$ cat src/rtl/mips_multicycle_ctrl_if.sv
`default_nettype none
// +--------------------------------------------------------------------------+
// | mips_multicycle_ctrl_if : control <-> datapath/memory bundle  (rev 1.0)  |
// +--------------------------------------------------------------------------+
interface mips_multicycle_ctrl_if #(
  parameter int CNT_W = 32
);
  logic [5:0]       opcode;
  logic [5:0]       funct;
  logic             alu_zero;
  logic             mem_ready;
  logic             mem_req;
  logic             mem_we;
  logic             iord;
  logic             ir_we;
  logic             pc_we;
  logic [1:0]       pc_src;
  logic             reg_we;
  logic             reg_dst;
  logic             mem_to_reg;
  logic             alu_src_a;
  logic [1:0]       alu_src_b;
  logic [2:0]       alu_op;
  logic             ext_op;
  logic [3:0]       state_o;
  logic             trap;
  logic [CNT_W-1:0] retired;

  modport master (
    input  opcode, funct, alu_zero, mem_ready,
    output mem_req, mem_we, iord, ir_we, pc_we, pc_src, reg_we, reg_dst,
           mem_to_reg, alu_src_a, alu_src_b, alu_op, ext_op, state_o, trap,
           retired
  );

  modport slave (
    output opcode, funct, alu_zero, mem_ready,
    input  mem_req, mem_we, iord, ir_we, pc_we, pc_src, reg_we, reg_dst,
           mem_to_reg, alu_src_a, alu_src_b, alu_op, ext_op, state_o, trap,
           retired
  );
endinterface
`default_nettype wire

$ cat src/rtl/mips_multicycle_ctrl.sv
`default_nettype none
// +--------------------------------------------------------------------------+
// | mips_multicycle_ctrl : multi-cycle MIPS control FSM            (rev 1.0) |
// +--------------------------------------------------------------------------+
module mips_multicycle_ctrl #(
  parameter int TIMEOUT = 16,
  parameter int CNT_W   = 32
) (
  input  wire logic               clk,
  input  wire logic               reset,
  mips_multicycle_ctrl_if.master  bus
);

  localparam int WAIT_W = (TIMEOUT < 2) ? 1 : $clog2(TIMEOUT + 1);

  localparam logic [5:0] OP_RTYPE = 6'b000000;
  localparam logic [5:0] OP_LW    = 6'b100011;
  localparam logic [5:0] OP_SW    = 6'b101011;
  localparam logic [5:0] OP_BEQ   = 6'b000100;
  localparam logic [5:0] OP_J     = 6'b000010;
  localparam logic [5:0] OP_ADDIU = 6'b001001;
  localparam logic [5:0] OP_ORI   = 6'b001101;
  localparam logic [5:0] OP_LUI   = 6'b001111;

  localparam logic [2:0] ALU_ADD   = 3'b000;
  localparam logic [2:0] ALU_SUB   = 3'b001;
  localparam logic [2:0] ALU_FUNCT = 3'b010;
  localparam logic [2:0] ALU_OR    = 3'b011;
  localparam logic [2:0] ALU_LUI   = 3'b100;

  typedef enum logic [3:0] {
    S_FETCH    = 4'd0,
    S_DECODE   = 4'd1,
    S_MEM_ADDR = 4'd2,
    S_MEM_RD   = 4'd3,
    S_MEM_WB   = 4'd4,
    S_MEM_WR   = 4'd5,
    S_R_EXE    = 4'd6,
    S_R_WB     = 4'd7,
    S_BRANCH   = 4'd8,
    S_JUMP     = 4'd9,
    S_I_EXE    = 4'd10,
    S_I_WB     = 4'd11,
    S_TRAP     = 4'd12
  } state_t;

  state_t             state;
  state_t             state_next;
  logic [WAIT_W-1:0]  wait_cnt;
  logic               trap_q;
  logic [CNT_W-1:0]   retired_cnt;
  logic               timeout_hit;
  logic               mem_state;
  logic               retire;

  logic               ctl_mem_req;
  logic               ctl_mem_we;
  logic               ctl_iord;
  logic               ctl_ir_we;
  logic               ctl_pc_we;
  logic [1:0]         ctl_pc_src;
  logic               ctl_reg_we;
  logic               ctl_reg_dst;
  logic               ctl_mem_to_reg;
  logic               ctl_alu_src_a;
  logic [1:0]         ctl_alu_src_b;
  logic [2:0]         ctl_alu_op;
  logic               ctl_ext_op;

  // The ALU decodes funct itself; the controller only carries it along.
  logic               unused_funct;
  assign unused_funct = ^bus.funct;

  generate
    if (TIMEOUT != 0) begin : g_timeout
      assign timeout_hit = (wait_cnt == WAIT_W'(TIMEOUT - 1));
    end else begin : g_no_timeout
      assign timeout_hit = 1'b0;
    end
  endgenerate

  assign mem_state = (state == S_FETCH) || (state == S_MEM_RD) || (state == S_MEM_WR);

  always_comb begin
    state_next     = state;
    retire         = 1'b0;
    ctl_mem_req    = 1'b0;
    ctl_mem_we     = 1'b0;
    ctl_iord       = 1'b0;
    ctl_ir_we      = 1'b0;
    ctl_pc_we      = 1'b0;
    ctl_pc_src     = 2'b00;
    ctl_reg_we     = 1'b0;
    ctl_reg_dst    = 1'b0;
    ctl_mem_to_reg = 1'b0;
    ctl_alu_src_a  = 1'b0;
    ctl_alu_src_b  = 2'b00;
    ctl_alu_op     = ALU_ADD;
    ctl_ext_op     = 1'b0;

    case (state)
      S_FETCH: begin
        ctl_mem_req   = 1'b1;
        ctl_alu_src_b = 2'b01;
        if (bus.mem_ready) begin
          ctl_ir_we  = 1'b1;
          ctl_pc_we  = 1'b1;
          state_next = S_DECODE;
        end else if (timeout_hit) begin
          state_next = S_TRAP;
        end
      end
      S_DECODE: begin
        // Speculatively form the branch target into ALUOut.
        ctl_alu_src_b = 2'b11;
        ctl_ext_op    = 1'b1;
        case (bus.opcode)
          OP_RTYPE:                 state_next = S_R_EXE;
          OP_LW, OP_SW:             state_next = S_MEM_ADDR;
          OP_BEQ:                   state_next = S_BRANCH;
          OP_J:                     state_next = S_JUMP;
          OP_ADDIU, OP_ORI, OP_LUI: state_next = S_I_EXE;
          default:                  state_next = S_TRAP;
        endcase
      end
      S_MEM_ADDR: begin
        ctl_alu_src_a = 1'b1;
        ctl_alu_src_b = 2'b10;
        ctl_ext_op    = 1'b1;
        state_next    = (bus.opcode == OP_LW) ? S_MEM_RD : S_MEM_WR;
      end
      S_MEM_RD: begin
        ctl_mem_req = 1'b1;
        ctl_iord    = 1'b1;
        if (bus.mem_ready) begin
          state_next = S_MEM_WB;
        end else if (timeout_hit) begin
          state_next = S_TRAP;
        end
      end
      S_MEM_WB: begin
        ctl_reg_we     = 1'b1;
        ctl_mem_to_reg = 1'b1;
        retire         = 1'b1;
        state_next     = S_FETCH;
      end
      S_MEM_WR: begin
        ctl_mem_req = 1'b1;
        ctl_mem_we  = 1'b1;
        ctl_iord    = 1'b1;
        if (bus.mem_ready) begin
          retire     = 1'b1;
          state_next = S_FETCH;
        end else if (timeout_hit) begin
          state_next = S_TRAP;
        end
      end
      S_R_EXE: begin
        ctl_alu_src_a = 1'b1;
        ctl_alu_op    = ALU_FUNCT;
        state_next    = S_R_WB;
      end
      S_R_WB: begin
        ctl_reg_we  = 1'b1;
        ctl_reg_dst = 1'b1;
        retire      = 1'b1;
        state_next  = S_FETCH;
      end
      S_BRANCH: begin
        ctl_alu_src_a = 1'b1;
        ctl_alu_op    = ALU_SUB;
        ctl_pc_src    = 2'b01;
        ctl_pc_we     = bus.alu_zero;
        retire        = 1'b1;
        state_next    = S_FETCH;
      end
      S_JUMP: begin
        ctl_pc_we  = 1'b1;
        ctl_pc_src = 2'b10;
        retire     = 1'b1;
        state_next = S_FETCH;
      end
      S_I_EXE: begin
        ctl_alu_src_a = 1'b1;
        ctl_alu_src_b = 2'b10;
        case (bus.opcode)
          OP_ORI:  ctl_alu_op = ALU_OR;
          OP_LUI:  ctl_alu_op = ALU_LUI;
          default: begin
            ctl_alu_op = ALU_ADD;
            ctl_ext_op = 1'b1;
          end
        endcase
        state_next = S_I_WB;
      end
      S_I_WB: begin
        ctl_reg_we = 1'b1;
        retire     = 1'b1;
        state_next = S_FETCH;
      end
      S_TRAP: begin
        state_next = S_TRAP;
      end
      default: begin
        state_next = S_TRAP;
      end
    endcase
  end

  always_ff @(posedge clk or negedge reset) begin
    if (!reset) begin
      state       <= S_FETCH;
      wait_cnt    <= '0;
      trap_q      <= 1'b0;
      retired_cnt <= '0;
    end else begin
      state <= state_next;
      if (state_next != state) begin
        wait_cnt <= '0;
      end else if (mem_state && !bus.mem_ready) begin
        wait_cnt <= wait_cnt + WAIT_W'(1);
      end
      if (state_next == S_TRAP) begin
        trap_q <= 1'b1;
      end
      if (retire) begin
        retired_cnt <= retired_cnt + CNT_W'(1);
      end
    end
  end

  // Strobes are qualified by reset so an access aborted by reset drops at once.
  assign bus.mem_req    = ctl_mem_req & reset;
  assign bus.mem_we     = ctl_mem_we  & reset;
  assign bus.ir_we      = ctl_ir_we   & reset;
  assign bus.pc_we      = ctl_pc_we   & reset;
  assign bus.reg_we     = ctl_reg_we  & reset;
  assign bus.iord       = ctl_iord;
  assign bus.pc_src     = ctl_pc_src;
  assign bus.reg_dst    = ctl_reg_dst;
  assign bus.mem_to_reg = ctl_mem_to_reg;
  assign bus.alu_src_a  = ctl_alu_src_a;
  assign bus.alu_src_b  = ctl_alu_src_b;
  assign bus.alu_op     = ctl_alu_op;
  assign bus.ext_op     = ctl_ext_op;
  assign bus.state_o    = state;
  assign bus.trap       = trap_q;
  assign bus.retired    = retired_cnt;

endmodule
`default_nettype wire

$ cat src/flat_wrapper.sv
// flat-port wrapper written by rule: the top's interface ports become plain ports
module mips_multicycle_ctrl_flat 
#(
  parameter int TIMEOUT = 16,
  parameter int CNT_W   = 32
)
  (clk, reset, bus_opcode, bus_funct, bus_alu_zero, bus_mem_ready, bus_mem_req, bus_mem_we, bus_iord, bus_ir_we, bus_pc_we, bus_pc_src, bus_reg_we, bus_reg_dst, bus_mem_to_reg, bus_alu_src_a, bus_alu_src_b, bus_alu_op, bus_ext_op, bus_state_o, bus_trap, bus_retired);
  mips_multicycle_ctrl_if #(.CNT_W(CNT_W)) bus_i ();
  input  wire logic clk;
  input  wire logic reset;
  input wire logic [$bits(bus_i.opcode)-1:0] bus_opcode;
  input wire logic [$bits(bus_i.funct)-1:0] bus_funct;
  input wire logic [$bits(bus_i.alu_zero)-1:0] bus_alu_zero;
  input wire logic [$bits(bus_i.mem_ready)-1:0] bus_mem_ready;
  output wire logic [$bits(bus_i.mem_req)-1:0] bus_mem_req;
  output wire logic [$bits(bus_i.mem_we)-1:0] bus_mem_we;
  output wire logic [$bits(bus_i.iord)-1:0] bus_iord;
  output wire logic [$bits(bus_i.ir_we)-1:0] bus_ir_we;
  output wire logic [$bits(bus_i.pc_we)-1:0] bus_pc_we;
  output wire logic [$bits(bus_i.pc_src)-1:0] bus_pc_src;
  output wire logic [$bits(bus_i.reg_we)-1:0] bus_reg_we;
  output wire logic [$bits(bus_i.reg_dst)-1:0] bus_reg_dst;
  output wire logic [$bits(bus_i.mem_to_reg)-1:0] bus_mem_to_reg;
  output wire logic [$bits(bus_i.alu_src_a)-1:0] bus_alu_src_a;
  output wire logic [$bits(bus_i.alu_src_b)-1:0] bus_alu_src_b;
  output wire logic [$bits(bus_i.alu_op)-1:0] bus_alu_op;
  output wire logic [$bits(bus_i.ext_op)-1:0] bus_ext_op;
  output wire logic [$bits(bus_i.state_o)-1:0] bus_state_o;
  output wire logic [$bits(bus_i.trap)-1:0] bus_trap;
  output wire logic [$bits(bus_i.retired)-1:0] bus_retired;
  assign bus_i.opcode = bus_opcode;
  assign bus_i.funct = bus_funct;
  assign bus_i.alu_zero = bus_alu_zero;
  assign bus_i.mem_ready = bus_mem_ready;
  assign bus_mem_req = bus_i.mem_req;
  assign bus_mem_we = bus_i.mem_we;
  assign bus_iord = bus_i.iord;
  assign bus_ir_we = bus_i.ir_we;
  assign bus_pc_we = bus_i.pc_we;
  assign bus_pc_src = bus_i.pc_src;
  assign bus_reg_we = bus_i.reg_we;
  assign bus_reg_dst = bus_i.reg_dst;
  assign bus_mem_to_reg = bus_i.mem_to_reg;
  assign bus_alu_src_a = bus_i.alu_src_a;
  assign bus_alu_src_b = bus_i.alu_src_b;
  assign bus_alu_op = bus_i.alu_op;
  assign bus_ext_op = bus_i.ext_op;
  assign bus_state_o = bus_i.state_o;
  assign bus_trap = bus_i.trap;
  assign bus_retired = bus_i.retired;
  mips_multicycle_ctrl #(.TIMEOUT(TIMEOUT), .CNT_W(CNT_W)) u_core (.clk(clk), .reset(reset), .bus(bus_i));
endmodule
$ cat config.mk
export PLATFORM = sky130hd
export DESIGN_NAME = mips_multicycle_ctrl_flat
export DESIGN_NICKNAME = d
export VERILOG_FILES = /design/src/rtl/mips_multicycle_ctrl_if.sv /design/src/rtl/mips_multicycle_ctrl.sv /design/src/flat_wrapper.sv
export SDC_FILE = /design/constraint.sdc
export NUM_CORES = 1
export LEC_CHECK = 0
export ABC_AREA = 1
export CORE_MARGIN = 2
export CORE_UTILIZATION = 50
export CTS_CLUSTER_DIAMETER = 150
export CTS_CLUSTER_SIZE = 14
export DETAILED_ROUTE_END_ITERATION = 12
export PLACE_DENSITY_LB_ADDON = 0.2
export SYNTH_ARGS = -nofsm -noshare
export SYNTH_HDL_FRONTEND = slang
export SYNTH_SLANG_ARGS = --single-unit
export TNS_END_PERCENT = 10
$ cat constraint.sdc
create_clock -name clk -period 2.25 [get_ports clk]
set_input_delay 0.225 -clock clk [delete_from_list [all_inputs] [get_ports clk]]
set_output_delay 0.225 -clock clk [all_outputs]
set_load 0.03 [all_outputs]
==> impl_metrics.py, run 1 <==
metrics = {
    "final_layout": {
        "regArea_sq_mm": 0.001054,
        "num-fill-cells": 544,
        "antenna_cells": 0,
        "syn_to_final_growth_pct": 28.18,
        "multi_input_area_sq_mm": 0.001612,
        "layout_common_cells": "nand2_1 (131), nor2_1 (58), inv_1 (53)",
        "drive_above_1_share": 0.07460,
        "nets": 515,
        "mostFrequentLayoutCell": "nand2_1",
    },
    "worst_setup_path": {
        "path_class": "flip-flop to primary output",
        "arrival_ns": 1.94,
        "r2r_setup_slack_ns": 0.18,
        "critPathLaunchType": "flip-flop",
        "cp.required_ns": 2.03,
        "path_max_fanout": 6,
        "end_kind": "primary output",
        "rr_endpoint": "u_core.wait_cnt[0]$_DFFE_PN0P_",
        "worst-r2r-cell-count": 10,
        "worst_r2r_startpoint": "u_core.wait_cnt[0]$_DFFE_PN0P_",
    },
    "logic_synthesis": {
        "synth_seq_cells": 42,
        "synth_cell_types": 34,
        "yosysSeqAreaShare": 0.3614,
        "avgSynthCellArea_sq_um": 6.794,
        "syn-instance-count": 428,
        "syn_nets": 447,
        "yosys_warnings": 0,
        "synth_area_sq_mm": 0.002908,
    },
    "routing": {
        "drcViolationCount": 0,
        "ant_nets": 0,
        "dr.pass1.iters": 5,
        "num_vias": 2992,
        "drt_iter0_markers": 217,
        "post_drt_wl_per_cell_um": 13.59,
        "routed_wl_mm": 7.719,
        "viasPerCell": 5.268,
    },
    "sta": {
        "worst_pin_slew_ns": 0.5509,
        "post-route-period-util": 0.9626,
        "setup_viol": 0,
        "slew_viol_final": 0,
        "slew_headroom": 0.6327,
        "post-route-min-period_ns": 2.166,
        "rsz0062_at_grt": "false",
        "fin_setup_tns_ns": 0,
        "fmax_mhz": 461.7,
        "finalHoldViolCount": 0,
        "worst_slack_ns": 0.08424,
        "skew_ns": 0.007851,
    },
    "power": {
        "p_int_mw": 1.128,
        "sequentialPowerShare": 0.534,
        "sw_frac_of_total": 0.2015,
        "p_leak_nw": 1.848,
        "clkPwrFrac": 0.430,
        "peakVddDrop_v": 0.0003511,
        "p_per_area_mw_per_mm2": 379.0,
        "p_sw_uw": 284.6,
        "share_comb_of_total_power": 0.037,
    },
    "global_route": {
        "antenna_found_initial": 0,
        "grt-ovfl-total": 0,
        "track_usage": 0.2616,
        "grt_pass1_vias": 2856,
        "grt_max_degree": 43,
        "grt_pass1_wl_mm": 12.97,
    },
    "die": {
        "core-area_sq_mm": 0.005574,
        "dieHeight_um": 80.26,
        "num_rows": 27,
        "fp.dieW_um": 80.26,
        "initial_utilization": 0.5217,
        "pin_count": 70,
        "die_area_sq_mm": 0.006442,
    },
    "placement": {
        "place_ws_ns": 0.01481,
        "dp_hpwl_mm": 6.147,
        "place_congestion": 0.9863,
        "io_buffers": 63,
    },
    "clock_network": {
        "cts_tree": "built",
        "htreeDepth": 2,
        "cts_root_buf": "clkbuf_8",
        "clkLatencyLatePin_ns": 0.29,
        "cts_buffers": 5,
        "cts_hold_buf": 0,
        "cts.path.max_buffers": 2,
        "cts_sinks": 42,
        "path_clk_slew_ns": 0.07,
    },
    "run_status": {
        "status": "finished, final reports clean",
    },
    "worst_hold_path": {
        "min_path_type": "input port to asynchronous set/reset pin",
    },
    "flow_run": {
        "max_cap_violations": 0,
    },
}
[worst max-delay path: stages, from the launching register on]
cell             delay [ns]
dfrtp_1                0.48
inv_2                  0.10
nor2_4                 0.11
inv_1                  0.09
nor2_1                 0.17
clkdlybuf4s50_1        0.70
[final cells by class]
type                       instances  share of cell area
clock buffer                       6             0.02216
clock inverter                     1            0.008056
inverter                          56             0.05639
multi-input combinational        324              0.4324
sequential                        42              0.2826
tap                               72             0.02417
timing repair buffer              67              0.1742
[metrics by stage]
stage | area (sq um) | cells | util | hold WS, ns | total power, mW
2_1_floorplan | 2908 | 428 | - | -0.07059 | 0.7818
3_3_place_gp | 3603 | 561 | 0.6465 | 0.3426 | 0.8206
3_5_place_dp | 3603 | 561 | 0.6465 | 0.3480 | 0.8219
4_1_cts | 3712 | 568 | 0.6660 | 0.02945 | 1.429
5_1_grt | 3727 | 568 | 0.6687 | 0.06268 | 1.462
6_report | 3727 | 568 | 0.6687 | 0.002674 | 1.413
[state kept, by name, indices dropped and copies added (netlist names)]
signal and count:
u_core.wait_cnt 5, u_core.bus.state_o 4, u_core.bus.retired 32, u_core.bus.trap 1
[synthesized netlist by cell type]
cell,count,area (sq um)
a311o_1,1,10.01
a21oi_1,3,15.01
nand2_2,2,12.51
mux2i_1,1,10.01
o21ai_1,1,5.000
xnor2_1,5,43.79
dfrtp_1,42,1051
o21ai_2,4,35.03
nand2_1,131,491.7
nor2_4,2,22.52
a21o_1,1,7.510
clkbuf_1,1,3.750
nor3b_1,1,7.510
buf_6,1,11.26
inv_1,53,198.9
nor3_2,2,20.02
nand3b_1,2,15.01
o21ai_0,16,80.08
nand3_1,27,135.1
a21boi_0,1,7.510
nor4_1,2,12.51
and3_1,1,6.260
o211ai_1,1,7.510
buf_4,2,15.01
nor2_2,2,12.51
o22ai_1,1,6.260
ha_1,3,37.54
nand3_2,2,20.02
nand4_1,11,68.82
buf_2,2,10.01
inv_2,3,11.26
xor2_1,23,201.4
nor3_1,18,90.09
nor2_1,60,225.2
[routing by layer]
layer / routed length (um) / GRT usage
met1: 3703 / 0.3706
met2: 3504 / 0.4167
met3: 430 / 0.04382
met4: 80 / 0.06441
met5: 0 / 0
[power groups by stage]
stage	logic [mW]	registers (mW)	clock network (mW)
after global routing	0.0590	0.754	0.649
after global placement	0.0514	0.769	0
after floorplan	0.0125	0.769	0
final	0.0520	0.754	0.607
after detailed placement	0.0528	0.769	0
after CTS	0.0529	0.754	0.622
[worst max path at each step]
stage	startpoint	cells after the start	to	slack, ns
after floorplan	u_core.bus.state_o[1]$_DFF_PN0_	6	bus_pc_we	0.03
after global placement	bus_opcode[0]	6	bus_ext_op	0.08
after detailed placement	bus_opcode[0]	6	bus_ext_op	0.01
after CTS	u_core.bus.state_o[1]$_DFF_PN0_	4	bus_pc_src[0]	0.05
after global routing	u_core.bus.state_o[0]$_DFF_PN0_	5	bus_pc_src[1]	0.006
final	u_core.bus.state_o[0]$_DFF_PN0_	5	bus_pc_src[1]	0.08
[cell families after synthesis]
family | share of synthesized area
xor gates and xnor gates | 0.08434
muxes | 0.003442
buffers and inverters | 0.08606
AOI/OAI and AO/OA | 0.05981
DFF | 0.3614
adders and majority gates | 0.01291
and+or+nand+nor | 0.3920
[timing repair]
item,CTS,global route
endpoints found under the hold margin,0,0
setup endpoints to repair,5,7
buffers inserted,0,0
pin swaps,0,0
gates resized for setup,7,6
Power figures use the tool's default switching activity.
==> inputs of run 2 (changes only) <==
Settings changed: MAX_ROUTING_LAYER set to met4, SLEW_MARGIN set to 20.
==> run 2 against run 1 <==
Sequential power hardly changed. Critical path type unchanged. Register-to-register slack barely moved. Count of clock-buffer cells in the layout is the same. Clock skew is 0.0044 ns higher. Sequential cell count did not move. The flow now finishes with violations (negative hold slack). Critical endpoint is now bus_alu_op[0].
==> impl_metrics.py, run 2 (synthesis gave the netlist of run 1 again) <==
metrics = {
    "run_status": {
        "status": "finished with violations",
        "violations": "negative hold slack",
    },
    "global_route": {
        "use_met1": 0.3861,
        "use_met2": 0.3983,
        "grt_pass1_vias": 2725,
        "track_usage": 0.2680,
        "antenna_found_initial": 0,
        "grt_pass1_wl_mm": 12.98,
        "grt_max_degree": 43,
        "grt-ovfl-total": 0,
        "grt_use_met3": 0.03371,
        "top_usage_layer": "met2",
    },
    "sta": {
        "fmax_mhz": 472.4,
        "worst_slack_ns": 0.1333,
        "slew_viol_final": 0,
        "worst_pin_slew_ns": 0.5547,
        "skew_ns": 0.01228,
        "holdWs_ns": -0.006970,
        "finalHoldViolCount": 11,
        "setup_viol": 0,
        "slew_headroom": 0.6302,
        "post-route-period-util": 0.9408,
        "rsz0062_at_grt": "true",
        "post-route-min-period_ns": 2.117,
    },
    "clock_network": {
        "cts_tree": "built",
        "cts_hold_buf": 0,
        "cts_sinks": 42,
        "cts_root_buf": "clkbuf_8",
        "cts.path.max_buffers": 2,
        "cts_buffers": 5,
        "clkLatencyLatePin_ns": 0.30,
        "htreeDepth": 2,
        "cts_setup_buffers": 0,
        "path_clk_slew_ns": 0.08,
    },
    "flow_run": {
        "max_cap_violations": 0,
    },
    "routing": {
        "routed_wl_mm": 7.719,
        "drcViolationCount": 0,
        "viasPerCell": 5.207,
        "ant_nets": 0,
        "dr.pass1.iters": 5,
        "drt_iter0_markers": 195,
        "num_vias": 2968,
        "post_drt_wl_per_cell_um": 13.54,
    },
    "final_layout": {
        "nets": 517,
        "mostFrequentLayoutCell": "nand2_1",
        "largest_reg_flops": 32,
        "multi_input_area_sq_mm": 0.001609,
        "layout_common_cells": "nand2_1 (131), nor2_1 (59), inv_1 (53)",
        "fin_cells": 570,
        "antenna_cells": 0,
        "num-fill-cells": 515,
        "regArea_sq_mm": 0.001051,
        "drive_above_1_share": 0.07229,
        "syn_to_final_growth_pct": 27.37,
    },
    "die": {
        "dieHeight_um": 80.26,
        "pin_count": 70,
        "core-area_sq_mm": 0.005574,
        "num_rows": 27,
        "fp.dieW_um": 80.26,
        "die_area_sq_mm": 0.006442,
        "initial_utilization": 0.5217,
    },
    "worst_setup_path": {
        "critPathLaunchType": "flip-flop",
        "crit_top_cell": "nand2_1",
        "cp.required_ns": 2.03,
        "crit_slowest_cell": "dfrtp_1",
        "worst-r2r-cell-count": 10,
        "arrival_ns": 1.89,
        "slowest_delay_ns": 0.47,
        "path_max_fanout": 6,
        "crit_chain": "inv_2 -> nand2_1 -> nor2_1 -> nand4_1 -> nand2_1 -> dlygate4sd2_1",
        "end_kind": "primary output",
        "path_class": "flip-flop to primary output",
    },
    "power": {
        "p_sw_uw": 300.4,
        "p_int_uw": 986.3,
        "p_leak_nw": 1.857,
        "peakVddDrop_v": 0.0002616,
        "clkPwrFrac": 0.374,
        "sw_frac_of_total": 0.2335,
        "sequentialPowerShare": 0.586,
        "share_comb_of_total_power": 0.040,
        "p_per_area_mw_per_mm2": 347.4,
        "total_power_mw": 1.287,
    },
    "placement": {
        "dp_hpwl_mm": 6.123,
        "dp.cells": 563,
        "io_buffers": 63,
        "place_congestion": 0.9153,
        "place_ws_ns": 0.05747,
    },
    "worst_hold_path": {
        "min_path_type": "input port to asynchronous set/reset pin",
    },
}
[run 2: per-stage QoR]
step	TNS, ns	instance area, sq um	util
after global placement	0	3618	0.6492
after floorplan	0	2908	-
after detailed placement	0	3618	0.6492
final	0	3704	0.6644
after CTS	0	3692	0.6624
after global routing	-0.06447	3704	0.6644
[run 2: layout make-up]
cell class              count  area share
clock buffers               6     0.01959
clock inverters             1    0.002027
inverters                  56     0.05676
multi-input cells         324      0.4345
flip-flops and latches     42      0.2838
well taps                  72     0.02432
repair buffers             69      0.1791
[run 2: power by group through the flow]
stage / clock, mW / combinational, mW / sequential [mW]
after floorplan: 0 / 0.0125 / 0.769
after global placement: 0 / 0.0518 / 0.769
after detailed placement: 0 / 0.0530 / 0.769
after CTS: 0.493 / 0.0529 / 0.754
after global routing: 0.522 / 0.0593 / 0.754
final: 0.481 / 0.0517 / 0.754
[run 2: worst max-delay path, delay by kind of cell (launching register included)]
| family | cells | cell delay [ns] |
|---|---|---|
| simple gates | 4 | 0.60 |
| buf+inv | 2 | 0.52 |
| flops | 1 | 0.47 |
[run 2: path summary, 6_finish.rpt]
path	startpoint	endpoint	slack [ns]
setup / recovery	u_core.bus.state_o[0]$_DFF_PN0_	bus_alu_op[0]	0.13
hold / removal	reset	u_core.bus.retired[19]$_DFFE_PN0P_	-0.007
setup reg to reg	u_core.wait_cnt[0]$_DFFE_PN0P_	u_core.wait_cnt[2]$_DFFE_PN0P_	0.19
hold reg to reg	u_core.bus.trap$_DFFE_PN0N_	u_core.bus.trap$_DFFE_PN0N_	0.46
max in group asynchronous	reset	u_core.bus.state_o[2]$_DFF_PN0_	1.85
min in group clk	u_core.bus.trap$_DFFE_PN0N_	u_core.bus.trap$_DFFE_PN0N_	0.46
[run 2: repair_timing]
action | CTS | global route
resized for setup | 5 | 8
setup endpoints to repair | 5 | 12
pin swaps | 0 | 1
endpoints found under the hold margin | 0 | 0
[run 2: metal layers]
layer | up-vias | share of wire | routed length (um)
met2 | 109 | 0.44 | 3433
met5 | - | 0 | 0
met4 | 0 | 0.010 | 80
met1 | 1359 | 0.48 | 3742
met3 | 6 | 0.060 | 463
li1 | 1494 | - | -
==> inputs of run 3 (changes only) <==
Settings changed: ABC_AREA 1 to not set, CTS_BUF_LIST set to sky130_fd_sc_hd__clkbuf_8.
==> run 3 against run 2 <==
The flow finishes with violations (negative setup slack). Utilization up 4.5 points. Setup slack got worse by 0.13 ns. Non-clock buffer count rose by 22. Critical path depth is 2 higher. Area after synthesis shrank 11%. Critical path type is now flip-flop to flip-flop.
==> impl_metrics.py, run 3 <==
metrics = {
    "logic_synthesis": {
        "synth_area_sq_mm": 0.002586,
        "synth_enable_flop_cells": 0,
        "synthArstFlopShare": 1.000,
        "yosysSeqAreaShare": 0.4064,
        "synth_area_leaders": "dfrtp_1 (41%), xnor2_1 (9.1%), nor3_1 (3.5%)",
        "synth_seq_cells": 42,
        "ys.flop_type": "dfrtp_1",
        "synth_commonest_cells": "dfrtp_1 (42), xnor2_1 (27), nand2_1 (20)",
        "synth-simple-area-share": 0.2830,
        "synth_cell_types": 64,
        "synth.area.mux_share": 0.01209,
        "synth_top_area_share": 0.4064,
        "syn-instance-count": 277,
        "synthAdderAreaFrac": 0.01451,
        "synth_compound_area_frac": 0.1253,
        "syn_nets": 296,
        "yosys_warnings": 0,
        "yosysTopAreaCell": "dfrtp_1",
        "synth_xor_area_frac": 0.1185,
        "avgSynthCellArea_sq_um": 9.337,
        "synth_most_common_cell": "dfrtp_1",
        "synth_top_family_by_area": "simple AND/OR/NAND/NOR gates",
    },
    "clock_network": {
        "cts_tree": "built",
        "clkLatencyLatePin_ns": 0.30,
        "cts_sinks": 42,
        "cts.path.max_buffers": 2,
        "cts_buffers": 5,
        "cts_root_buf": "clkbuf_8",
        "htreeDepth": 2,
        "path_clk_slew_ns": 0.09,
        "cts_hold_buf": 0,
    },
    "worst_setup_path": {
        "critPathLaunchType": "flip-flop",
        "end_kind": "flip-flop",
        "rr_endpoint": "u_core.wait_cnt[4]$_DFFE_PN0P_",
        "cp.required_ns": 2.45,
        "path_max_fanout": 5,
        "path_class": "flip-flop to flip-flop",
        "arrival_ns": 2.45,
        "r2r_setup_slack_ns": -0.001,
        "crit_start": "u_core.wait_cnt[1]$_DFFE_PN0P_",
        "worst_r2r_startpoint": "u_core.wait_cnt[1]$_DFFE_PN0P_",
        "worst-r2r-cell-count": 8,
    },
    "die": {
        "fp.dieW_um": 75.92,
        "dieHeight_um": 75.92,
        "core-area_sq_mm": 0.005042,
        "num_rows": 26,
        "die_area_sq_mm": 0.005764,
        "pin_count": 70,
        "initial_utilization": 0.5129,
    },
    "global_route": {
        "grt_max_degree": 43,
        "grt-ovfl-total": 0,
        "grt_pass1_vias": 2277,
        "track_usage": 0.2348,
        "antenna_found_initial": 0,
        "grt_pass1_wl_mm": 10.85,
    },
    "routing": {
        "routed_wl_mm": 6.516,
        "drt_iter0_markers": 176,
        "m1WireLength_mm": 2.910,
        "viasPerCell": 5.618,
        "wl_met2_mm": 3.245,
        "wl_met3_um": 300,
        "dr.pass1.iters": 4,
        "top_layer": "met4",
        "num_vias": 2427,
        "post_drt_wl_per_cell_um": 15.08,
        "drcViolationCount": 0,
        "ant_nets": 0,
    },
    "run_status": {
        "status": "finished with violations",
        "violations": "negative setup slack",
    },
    "sta": {
        "post-route-min-period_ns": 2.251,
        "rsz0062_at_grt": "true",
        "post-route-period-util": 1.000,
        "worst_slack_ns": -0.001088,
        "worst_pin_slew_ns": 0.5920,
        "finalHoldViolCount": 0,
        "fmax_mhz": 444.2,
        "slew_viol_final": 0,
        "setup_viol": 1,
        "fin_setup_tns_ns": -0.001088,
        "slew_headroom": 0.6023,
        "skew_ns": 0.007712,
    },
    "final_layout": {
        "num-fill-cells": 373,
        "largest_reg_flops": 32,
        "syn_to_final_growth_pct": 38.36,
        "drive_above_1_share": 0.1934,
        "multi_input_area_sq_mm": 0.001479,
        "layout_common_cells": "clkdlybuf4s50_1 (46), dfrtp_1 (40), buf_4 (36)",
        "antenna_cells": 0,
        "regArea_sq_mm": 0.001056,
        "mostFrequentLayoutCell": "clkdlybuf4s50_1",
        "nets": 380,
    },
    "worst_hold_path": {
        "min_path_type": "input port to asynchronous set/reset pin",
    },
    "flow_run": {
        "max_cap_violations": 0,
    },
    "placement": {
        "dp_hpwl_mm": 4.766,
        "place_congestion": 0.8672,
        "io_buffers": 63,
    },
    "power": {
        "p_leak_nw": 1.550,
        "p_per_area_mw_per_mm2": 365.7,
        "peakVddDrop_v": 0.0003515,
        "total_power_mw": 1.309,
    },
}
-- run 3: cell count changes in the layout (fill, tap and decap cells not counted), moves of 5 or more --
cell	change
nand2_1	-111
inv_1	-45
nor2_1	-42
buf_4	+26
xnor2_1	+22
xor2_1	-15
nand3_1	-13
o21ai_0	-9
nand2b_1	+7
and4_1	+5
-- run 3: through the flow --
stage / worst slack [ns] / cell area, sq um / std cells / utilization / hold WS [ns]
after floorplan: -0.09116 / 2592 / 277 / - / -0.07059
after global placement: -0.05862 / 3432 / 424 / 0.6806 / 0.4474
after detailed placement: -0.1116 / 3432 / 424 / 0.6806 / 0.4532
after CTS: -0.06310 / 3522 / 432 / 0.6985 / 0.1186
after global routing: -0.1061 / 3578 / 432 / 0.7097 / 0.1303
final: -0.001088 / 3578 / 432 / 0.7097 / 0.1059
-- run 3: routing by layer --
metal | vias up | track usage
li1 | 1175 | -
met1 | 1182 | 0.2975
met2 | 61 | 0.3884
met3 | 9 | 0.05000
met4 | 0 | 0.05636
met5 | - | -
-- run 3: kinds of logic (layout without fill, tap and decap cells) --
logic type | count (synthesis) | count (layout)
mux | 3 | 3
simple gates | 131 | 131
buf+inv | 22 | 107
compound gates | 41 | 41
fa+ha+maj | 3 | 3
flops | 42 | 42
xor+xnor | 35 | 35
-- run 3: worst max-delay path by stage --
stage                                     end  depth (start not counted)
5_1_grt        u_core.wait_cnt[4]$_DFFE_PN0P_                          8
4_1_cts        u_core.wait_cnt[4]$_DFFE_PN0P_                          8
3_5_place_dp   u_core.wait_cnt[4]$_DFFE_PN0P_                          8
6_report       u_core.wait_cnt[4]$_DFFE_PN0P_                          8
2_1_floorplan  u_core.wait_cnt[4]$_DFFE_PN0P_                          8
3_3_place_gp   u_core.wait_cnt[4]$_DFFE_PN0P_                          8
-- run 3: repair_timing --
| action | CTS | global route |
|---|---|---|
| endpoints found under the setup margin | 11 | 13 |
| pin swaps | 4 | 7 |
| resized for setup | 4 | 14 |
| buffers inserted | 0 | 1 |
-- run 3: area by class of cell --
| type | instances | share of cell area |
|---|---|---|
| multi-input combinational | 213 | 0.4133 |
| sequential | 42 | 0.2951 |
| timing repair buffer | 91 | 0.2336 |
| tap | 70 | 0.02448 |
| clock buffer | 5 | 0.01923 |
| inverter | 8 | 0.008392 |
| clock inverter | 3 | 0.005944 |
-- run 3: where the power goes --
group          switching, mW  internal (mW)  total, mW
clock network          0.273          0.218      0.491
registers                  0          0.754      0.754
logic                 0.0372         0.0265     0.0636
-- run 3: critical path: stages, from the launching register on --
cell	delay, ns
dfrtp_1	0.39
ha_2	0.19
and3_4	0.18
ha_4	0.16
or2_4	0.24
or3_4	0.37
a41oi_2	0.22
nand2_2	0.13
a2111oi_4	0.29
